**config.mk**
```make
export PLATFORM = sky130hd
export DESIGN_NAME = display_timings_rx
export DESIGN_NICKNAME = d
export VERILOG_FILES = /design/src/rtl/display_timings_rx.sv
export SDC_FILE = /design/constraint.sdc
export NUM_CORES = 1
export LEC_CHECK = 0
export CORE_MARGIN = 2
export CORE_UTILIZATION = 42
export CTS_CLUSTER_DIAMETER = 80
export DETAILED_ROUTE_END_ITERATION = 8
export HOLD_SLACK_MARGIN = 0.15
export SLEW_MARGIN = 10
export SYNTH_ARGS = -nofsm -noshare
export SYNTH_HDL_FRONTEND = slang
export SYNTH_SLANG_ARGS = --single-unit
```
**constraint.sdc**
```tcl
create_clock -name clk_pix -period 2.4 [get_ports clk_pix]
set_input_delay 0.36 -clock clk_pix [delete_from_list [all_inputs] [get_ports clk_pix]]
set_output_delay 0.36 -clock clk_pix [all_outputs]
set_load 0.01 [all_outputs]
```
**src/rtl/display_timings_rx.sv**
```systemverilog
`default_nettype none
// +----------------------------------------------------------------------------+
// | Module      : display_timings_rx                                           |
// | Description : Receive-side display timing recovery. Rebuilds active-area   |
// |               pixel coordinates from a DE/HSYNC/VSYNC stream, measures the |
// |               incoming geometry and reports lock once it is stable.        |
// | Revision    : 1.0 - initial release                                        |
// +----------------------------------------------------------------------------+
// | Ports                                                                      |
// |   clk_pix     in   pixel clock (only clock)                                |
// |   rstn_i      in   asynchronous active-low reset                           |
// |   de          in   data enable from decoder                                |
// |   hsync       in   horizontal sync, active level H_POL                     |
// |   vsync       in   vertical sync, active level V_POL                       |
// |   de_o        out  de delayed by one cycle, aligned with sx/sy             |
// |   sx, sy      out  active-area coordinates                                 |
// |   hactive     out  latched de-high cycles per line                         |
// |   vactive     out  latched active lines per frame                          |
// |   htotal      out  latched cycles between de rising edges                  |
// |   vtotal      out  latched hsync assertions per frame                      |
// |   frame_start out  one-cycle pulse on each vsync assertion edge            |
// |   locked      out  geometry stable for LOCK_FRAMES frames                  |
// |   err         out  one-cycle pulse on loss of lock or timeout              |
// +----------------------------------------------------------------------------+
module display_timings_rx #(
    parameter int CORDW       = 12,
    parameter int LOCK_FRAMES = 2,
    parameter bit H_POL       = 1'b1,
    parameter bit V_POL       = 1'b1
) (
    input  logic             clk_pix,
    input  logic             rstn_i,
    input  logic             de,
    input  logic             hsync,
    input  logic             vsync,
    output logic             de_o,
    output logic [CORDW-1:0] sx,
    output logic [CORDW-1:0] sy,
    output logic [CORDW-1:0] hactive,
    output logic [CORDW-1:0] vactive,
    output logic [CORDW-1:0] htotal,
    output logic [CORDW-1:0] vtotal,
    output logic             frame_start,
    output logic             locked,
    output logic             err
);

    localparam logic [CORDW-1:0] CMAX   = '1;
    localparam logic [CORDW-1:0] ONE    = 1;
    localparam logic [3:0]       LOCK_N = 4'(LOCK_FRAMES);

    typedef enum logic [1:0] {
        IDLE    = 2'd0,
        MEASURE = 2'd1,
        CHECK   = 2'd2,
        LOCKED  = 2'd3
    } state_t;

    state_t state;

    // Registered, polarity-normalised syncs (de_o doubles as registered de).
    logic hs_r;
    logic vs_r;

    logic hs_n;
    logic vs_n;
    logic de_rise;
    logic de_fall;
    logic hs_rise;
    logic vs_edge;

    assign hs_n    = H_POL ? hsync : ~hsync;
    assign vs_n    = V_POL ? vsync : ~vsync;
    assign de_rise = de & ~de_o;
    assign de_fall = ~de & de_o;
    assign hs_rise = hs_n & ~hs_r;
    assign vs_edge = vs_n & ~vs_r;

    // Working measurements for the frame in progress.
    logic [CORDW-1:0] pcnt;      // cycles since last de rising edge
    logic [CORDW-1:0] acnt;      // length of current de-high run
    logic [CORDW-1:0] vact_w;
    logic [CORDW-1:0] vtot_w;
    logic [CORDW-1:0] hact_w;
    logic [CORDW-1:0] htot_w;
    logic             frame_bad;
    logic [3:0]       match_cnt;

    logic       timeout;
    logic       frame_match;
    logic [3:0] mc_next;

    assign timeout     = (pcnt == CMAX);
    assign frame_match = (hact_w == hactive) && (htot_w == htotal) &&
                         (vact_w == vactive) && (vtot_w == vtotal);
    assign mc_next     = (match_cnt == 4'hF) ? match_cnt : match_cnt + 4'd1;

    // Input stage and coordinates. Everything here is computed from the raw
    // inputs against the registered copy, so sx/sy land with de_o.
    always_ff @(posedge clk_pix or negedge rstn_i) begin
        if (!rstn_i) begin
            de_o        <= 1'b0;
            hs_r        <= 1'b0;
            vs_r        <= 1'b0;
            sx          <= '0;
            sy          <= '0;
            frame_start <= 1'b0;
        end else begin
            de_o        <= de;
            hs_r        <= hs_n;
            vs_r        <= vs_n;
            frame_start <= vs_edge;
            if (de_rise) begin
                sx <= '0;
            end else if (de && sx != CMAX) begin
                sx <= sx + ONE;
            end
            // vact_w is zero until the first line of the frame has started.
            if (de_rise) begin
                if (vs_edge || vact_w == '0) begin
                    sy <= '0;
                end else if (sy != CMAX) begin
                    sy <= sy + ONE;
                end
            end
        end
    end

    // Per-frame measurement. The first line sets the reference h values; the
    // first rise of a frame closes a period that spans vblank, so it is never
    // used (vact_w is 0 there).
    always_ff @(posedge clk_pix or negedge rstn_i) begin
        if (!rstn_i) begin
            pcnt      <= '0;
            acnt      <= '0;
            vact_w    <= '0;
            vtot_w    <= '0;
            hact_w    <= '0;
            htot_w    <= '0;
            frame_bad <= 1'b0;
        end else begin
            if (de_rise) begin
                pcnt <= ONE;
            end else if (pcnt != CMAX) begin
                pcnt <= pcnt + ONE;
            end

            if (de_rise) begin
                acnt <= ONE;
            end else if (de && acnt != CMAX) begin
                acnt <= acnt + ONE;
            end

            if (vs_edge) begin
                vact_w    <= de_rise ? ONE : '0;
                vtot_w    <= hs_rise ? ONE : '0;
                hact_w    <= '0;
                htot_w    <= '0;
                frame_bad <= 1'b0;
            end else begin
                if (de_rise) begin
                    if (vact_w != CMAX) begin
                        vact_w <= vact_w + ONE;
                    end
                    if (vact_w == ONE) begin
                        htot_w <= pcnt;
                    end else if (vact_w > ONE && pcnt != htot_w) begin
                        frame_bad <= 1'b1;
                    end
                end
                if (hs_rise && vtot_w != CMAX) begin
                    vtot_w <= vtot_w + ONE;
                end
                if (de_fall) begin
                    if (vact_w == ONE) begin
                        hact_w <= acnt;
                    end else if (vact_w > ONE && acnt != hact_w) begin
                        frame_bad <= 1'b1;
                    end
                end
            end
        end
    end

    // Lock state machine. Timeout outranks a coincident vsync edge.
    always_ff @(posedge clk_pix or negedge rstn_i) begin
        if (!rstn_i) begin
            state     <= IDLE;
            match_cnt <= 4'd0;
            locked    <= 1'b0;
            err       <= 1'b0;
            hactive   <= '0;
            vactive   <= '0;
            htotal    <= '0;
            vtotal    <= '0;
        end else begin
            err <= 1'b0;
            if (timeout) begin
                if (state == CHECK || state == LOCKED) begin
                    err <= 1'b1;
                end
                locked <= 1'b0;
                state  <= IDLE;
            end else if (vs_edge) begin
                case (state)
                    IDLE: begin
                        state <= MEASURE;
                    end
                    MEASURE: begin
                        hactive   <= hact_w;
                        vactive   <= vact_w;
                        htotal    <= htot_w;
                        vtotal    <= vtot_w;
                        match_cnt <= 4'd1;
                        if (LOCK_FRAMES == 1 && !frame_bad) begin
                            locked <= 1'b1;
                            state  <= LOCKED;
                        end else begin
                            state <= CHECK;
                        end
                    end
                    CHECK: begin
                        if (frame_match && !frame_bad) begin
                            match_cnt <= mc_next;
                            if (mc_next >= LOCK_N) begin
                                locked <= 1'b1;
                                state  <= LOCKED;
                            end
                        end else begin
                            hactive   <= hact_w;
                            vactive   <= vact_w;
                            htotal    <= htot_w;
                            vtotal    <= vtot_w;
                            match_cnt <= 4'd1;
                        end
                    end
                    LOCKED: begin
                        if (!frame_match || frame_bad) begin
                            locked    <= 1'b0;
                            err       <= 1'b1;
                            hactive   <= hact_w;
                            vactive   <= vact_w;
                            htotal    <= htot_w;
                            vtotal    <= vtot_w;
                            match_cnt <= 4'd1;
                            state     <= CHECK;
                        end
                    end
                    default: begin
                        state <= IDLE;
                    end
                endcase
            end else if (state == LOCKED && de_fall && acnt != hactive) begin
                // Early loss of lock; latched geometry waits for the vsync edge.
                locked <= 1'b0;
                err    <= 1'b1;
                state  <= CHECK;
            end
        end
    end

endmodule
`default_nettype wire
```
==> results of run 1 <==
==> kinds of logic after synthesis <==
logic type,after synthesis,synth area share (%)
and+or+nand+nor,238,14.7
DFF,157,48.8
adders and majority gates,11,1.71
muxes,53,8.28
AOI/OAI and AO/OA,99,8.33
buffers and inverters,62,3.32
xor gates and xnor gates,137,14.9
==> stage by stage <==
stage | setup TNS [ns] | worst slack, ns | hold slack, ns | cell area, µm² | cells
CTS | 0 | 0.00853 | 0.413 | 10300 | 1138
global placement | -0.150 | -0.0259 | 0.384 | 9630 | 1105
floorplan | 0 | 0.126 | 0.0644 | 8050 | 757
detailed placement | -1.94 | -0.0686 | 0.386 | 9630 | 1105
finish | 0 | 0.0818 | 0.419 | 10500 | 1148
global route | -0.555 | -0.0323 | 0.412 | 10500 | 1148
==> cell usage in the layout, fill, tap and decap left out, types with 9 or more instances in the layout <==
cell             instances
inv_1                   18
clkdlybuf4s50_1         79
a21oi_1                 19
o21ai_0                 20
xor2_1                  78
mux2_4                  21
xnor2_1                 56
nand3_1                 20
clkbuf_16               18
nor2_1                  71
buf_4                   77
nor3_1                  13
nand4_1                 31
ha_1                    11
a22o_1                  24
or3_1                   10
nand2_1                 46
dfrtp_1                155
a31oi_1                  9
mux2_2                  28
nor4_1                   9
==> area by class of cell <==
cell class              count  area share [%]
clock buffers              20            4.46
clock inverters            12            1.53
inverters                  19           0.682
multi-input cells         538            37.7
flip-flops and latches    157            37.6
well taps                 234            2.80
repair buffers            168            15.2
==> layer usage <==
layer  up-vias  part of all wire (%)  wire, µm  global-route usage (%)
met5         -                     0         0                       0
met4         0                   2.1       433                    5.58
met3        26                   4.1       834                    4.07
met2       139                    49      9970                    34.1
met1      3090                    45      9280                    29.1
li1       2924                     -         -                       -
==> power breakdown <==
| group | switching (mW) | internal, mW | leakage, nW |
|---|---|---|---|
| logic | 0.946 | 0.967 | 2.51 |
| clock network | 1.11 | 1.73 | 0.307 |
| registers | 0.300 | 2.88 | 2.14 |
==> worst max-delay path by stage <==
stage / to / start / cells past startpoint / slack (ns)
after detailed placement: hactive[1] / vtot_w[7] / 8 / -0.07
after global routing: vactive[6] / vactive[2] / 9 / -0.03
after CTS: hactive[0] / vtot_w[7] / 8 / 0.009
after floorplan: hactive[0] / pcnt[0] / 9 / 0.13
after global placement: hactive[10] / htotal[7] / 8 / -0.03
final: vactive[4] / vactive[2] / 9 / 0.08
==> flip-flops by register name, summed over array words and instances (netlist names), 2 cells and up <==
| register | cells |
|---|---|
| sy | 12 |
| hactive | 12 |
| htot_w | 12 |
| sx | 12 |
| vtotal | 12 |
| pcnt | 12 |
| vactive | 12 |
| match_cnt | 4 |
| htotal | 12 |
| hact_w | 12 |
| vtot_w | 12 |
| acnt | 12 |
| vact_w | 12 |
| state | 2 |
==> what timing repair did <==
action	in CTS	in global routing
pin swaps	0	7
hold buffers	1	0
setup endpoints to repair	48	50
resized for setup	2	12
setup buffers	0	8
endpoints found under the hold margin	157	0
gates cloned	0	2
==> impl_metrics.toml, run 1 <==
[logic_synthesis]
synth_edf_count = 0
synth_top_area_cell = "dfrtp_1"
synth.most_common_cell = "dfrtp_1"
synth_cell_types = 48
yosys-top-cells-area = "dfrtp_1 49%, xor2_1 8.6%, xnor2_1 6.3%"
synth_top_cell_area_share_pct = 48.8
ys_seq_elements = 157
synth_common_cells = "157 x dfrtp_1, 79 x xor2_1, 71 x nor2_1"
async_flop_share_pct = 100
synth.avg_cell_area_um2 = 10.6
syn_nets = 773
synth_area_um2 = 8050
netlist_instances = 757
synth_seq_area_share_pct = 48.8
synth_warnings = 0
synth_ff_type = "dfrtp_1"

[global_routing]
antenna_found_initial = 0
first_global_vias = 6282
grt_pass1_wl_mm = 33.7
grt_max_degree = 94
grt.total_usage_pct = 21.1
grt-ovfl-total = 0

[critical_path]
rr_endpoint = "vactive[4]"
cp_common_cell = "buf_12"
crit_buf_inv = 3
slowest_stage = "dfrtp_1"
worstPathArrival_ns = 2.62
cp-start-kind = "flop"
reg2reg_from = "vactive[2]"
crit_fanout = 13
rrSetupSlack_ns = 0.08
cp_cell_sequence = "xnor2_2 -> nand4_1 -> or3_1 -> nor4_2 -> buf_4 -> a21oi_4 -> buf_12 -> buf_12 -> mux2_4"
crit_type = "reg -> reg"
critPathRequiredTime_ns = 2.70
end_kind = "flop"
critPathMaxStageDelay_ns = 0.44
crit_family = "simple AND/OR/NAND/NOR gates"
reg2reg_depth = 9

[cells_and_area]
seqCellArea_um2 = 3930
final_net_count = 917
antenna_cells = 0
syn2layout_area_growth_pct = 29.8
layout-drive-gt1-share_pct = 20.6
post-route-util_pct = 55.7
multi_input_comb_area_um2 = 3950
nFillCells = 1594

[sta]
min_period_ns = 2.32
slew_viol_final = 0
finClkSkew_ns = 0.0101
setup_violations = 0
slew_headroom_pct = 27.9
finalCritPeriodShare_pct = 96.6
finalHoldViolations = 0
clock.fmax_mhz = 431
rsz0062_at_grt = "true"
worstMarginPinSlew_ns = 1.08

[power]
power_density_nw_per_um2 = 759
power.leakage_nw = 4.95
power_mw = 7.93
ir_worst_vdd_v = 0.000441

[drt]
vias = 6179
wire_per_inst_um = 17.9
finalWirelength_mm = 20.5
drc = 0
via_per_inst = 5.38
firstDrtPassIters = 4
ant_nets = 0
drt_iter0_markers = 407

[die]
start_util_pct = 42.9
dieArea_um2 = 20300
die_w_um = 142
pin_count = 81
fp.coreArea_um2 = 18800
rows = 50
die_y_um = 142

[min_path]
hp-start = "hsync"
hp-class = "in -> reg"
holdPathStages = 1
min_to = "hs_r"

[placement]
portBuffers = 80
dp_hpwl_mm = 14.6
place_congestion = 0.873

[cts]
clk_pin_slew_ns = 0.06
cts_tree = "done"
clockBufferDepth = 2
cts_buffers = 17
htreeDepth = 4
worstSkewPairLatency_ns = 0.42
root_buffer = "clkbuf_16"
clkSinkCount = 157

[outcome]
status = "finished clean"

[flow_run]
drv_cap = 0
(Power assumes the default switching activity.)
==> inputs of run 2 (changes only) <==
--- a/config.mk
+++ b/config.mk
@@ -9,6 +9,7 @@
 export CORE_UTILIZATION = 42
 export CTS_CLUSTER_DIAMETER = 80
 export DETAILED_ROUTE_END_ITERATION = 8
+export GPL_ROUTABILITY_DRIVEN = 0
 export HOLD_SLACK_MARGIN = 0.15
 export SLEW_MARGIN = 10
 export SYNTH_ARGS = -nofsm -noshare
==> results of run 2 <==
The final DEF is identical to that of run 1; final timing and power are the same.
==> inputs of run 3 (changes only) <==
--- a/config.mk
+++ b/config.mk
@@ -5,12 +5,14 @@
 export SDC_FILE = /design/constraint.sdc
 export NUM_CORES = 1
 export LEC_CHECK = 0
+export CORE_ASPECT_RATIO = 0.8
 export CORE_MARGIN = 2
-export CORE_UTILIZATION = 42
+export CORE_UTILIZATION = 52
 export CTS_CLUSTER_DIAMETER = 80
 export DETAILED_ROUTE_END_ITERATION = 8
 export GPL_ROUTABILITY_DRIVEN = 0
 export HOLD_SLACK_MARGIN = 0.15
+export PLACE_DENSITY = 0.77
 export SLEW_MARGIN = 10
 export SYNTH_ARGS = -nofsm -noshare
 export SYNTH_HDL_FRONTEND = slang
==> impl_metrics.toml, run 3 (synthesis gave the netlist of run 1 again) <==
[sta]
rsz0062_at_grt = "true"
layout_setup_ws_ns = -0.0991
clock.fmax_mhz = 400
finalHoldViolations = 0
min_period_ns = 2.50
worstMarginPinSlew_ns = 1.10
finClkSkew_ns = 0.00911
setup_violations = 50
slew_viol_final = 0
setup_tns_ns = -3.45
finalCritPeriodShare_pct = 104
slew_headroom_pct = 26.1

[min_path]
holdPathStages = 1
min_to = "vs_r"
hp-start = "vsync"
hp-class = "in -> reg"

[power]
power_density_nw_per_um2 = 768
clock_power_share_pct = 36.0
power_mw = 7.95
p_seq_share_pct = 40.2
p_comb_share_pct = 23.8
p_switching_mw = 2.35
p_int_mw = 5.60
ir_worst_vdd_v = 0.000617
swShare_pct = 29.6
power.leakage_nw = 4.94

[global_routing]
antenna_found_initial = 0
grt_max_degree = 60
grt.total_usage_pct = 26.3
first_global_vias = 6364
grt_pass1_wl_mm = 33.7
grt-ovfl-total = 0

[cells_and_area]
final_net_count = 920
post-route-util_pct = 68.7
finalInstanceArea_um2 = 10300
syn2layout_area_growth_pct = 28.5
final_cell_mix = "156 x dfrtp_1, 83 x buf_4, 79 x xor2_1, 79 x clkdlybuf4s50_1, 71 x nor2_1"
antenna_cells = 0
final_common_cell = "dfrtp_1"
layout-drive-gt1-share_pct = 20.0

[drt]
firstDrtPassIters = 6
drt_iter0_markers = 612
wire_per_inst_um = 18.5
vias = 6429
ant_nets = 0
drc = 0
finalWirelength_mm = 20.9
via_per_inst = 5.71

[cts]
worstSkewPairLatency_ns = 0.43
clk_pin_slew_ns = 0.06
cts_buffers = 17
clockBufferDepth = 2
htreeDepth = 4
root_buffer = "clkbuf_16"
clkSinkCount = 157
cts_tree = "done"

[die]
fp.coreArea_um2 = 15100
dieArea_um2 = 16500
start_util_pct = 53.5
die_w_um = 143
pin_count = 81
rows = 40
die_y_um = 115

[placement]
dp_hpwl_mm = 14.3
portBuffers = 80
dpl_cell_area_um2 = 9580
pre_cts_ws_ns = -0.153

[outcome]
status = "finished, violations left"
failed_checks = "negative setup slack"

[critical_path]
reg2reg_from = "htot_w[10]"
rrSetupSlack_ns = -0.1
end_kind = "flop"
worstPathArrival_ns = 2.81
crit_fanout = 12
cp-start-kind = "flop"
crit_type = "reg -> reg"
rr_endpoint = "vactive[5]"
critPathRequiredTime_ns = 2.71
reg2reg_depth = 9

[flow_run]
drv_cap = 0
[run 3: changes by cell type in the layout (fill, tap and decap cells not counted), sizes merged]
cell,previous run,this run
buf,87,90
inv,21,19
bufinv,3,4
clkbuf,21,22
clkinv,6,5
[run 3: how the worst max path moves through the flow]
stage	start	endpoint	slack, ns	cells past startpoint
6_report	htot_w[10]	vactive[5]	-0.1	9
5_1_grt	htot_w[10]	vactive[5]	-0.11	9
4_1_cts	hact_w[0]	vactive[9]	0.01	9
3_5_place_dp	htot_w[10]	htotal[2]	-0.15	9
3_3_place_gp	htot_w[10]	vtotal[2]	-0.12	9
2_1_floorplan	pcnt[0]	hactive[0]	0.13	9
[run 3: through the flow]
step | hold slack [ns] | std cells
finish | 0.399 | 1126
global placement | 0.343 | 1084
global route | 0.411 | 1126
floorplan | 0.0644 | 757
CTS | 0.400 | 1119
detailed placement | 0.350 | 1084
[run 3: power groups by stage]
stage / registers (mW) / logic [mW] / clock network [mW]
global route: 3.23 / 2.04 / 3.01
CTS: 3.18 / 1.81 / 2.88
global placement: 3.21 / 1.70 / 0
floorplan: 3.18 / 1.02 / 0
finish: 3.19 / 1.89 / 2.86
detailed placement: 3.23 / 1.76 / 0
[run 3: layout make-up]
cell class / count / area, µm²
Multi-Input combinational cell: 538 / 3900
Inverter: 19 / 71.3
Clock inverter: 10 / 164
Clock buffer: 21 / 460
Fill cell: 1095 / 4720
Tap cell: 210 / 263
Sequential cell: 157 / 3930
Timing Repair Buffer: 171 / 1560
[run 3: repair_timing]
| action | 4_1_cts | 5_1_grt |
|---|---|---|
| setup endpoints to repair | 52 | 51 |
| hold buffers | 1 | 0 |
| gates resized for setup | 3 | 6 |
| buffers inserted | 3 | 5 |
| pin swaps | 2 | 1 |
| cloned | 0 | 2 |
| hold endpoints to repair | 52 | 0 |
[run 3: critical path: stages, from the launching register on]
cell and delay, ns:
dfrtp_2 0.43, xor2_1 0.17, nor4_2 0.45, buf_4 0.18, nand4_1 0.16, nor4_2 0.19, buf_4 0.18, a21oi_4 0.11
buf_12 0.19, mux2_4 0.30
[run 3: layer usage]
metal / up-vias / track usage [%] / routed length (µm)
li1: 2924 / - / -
met1: 3242 / 36.2 / 9100
met2: 227 / 41.6 / 10000
met3: 36 / 6.50 / 1350
met4: 0 / 8.25 / 390
met5: - / 0 / 0
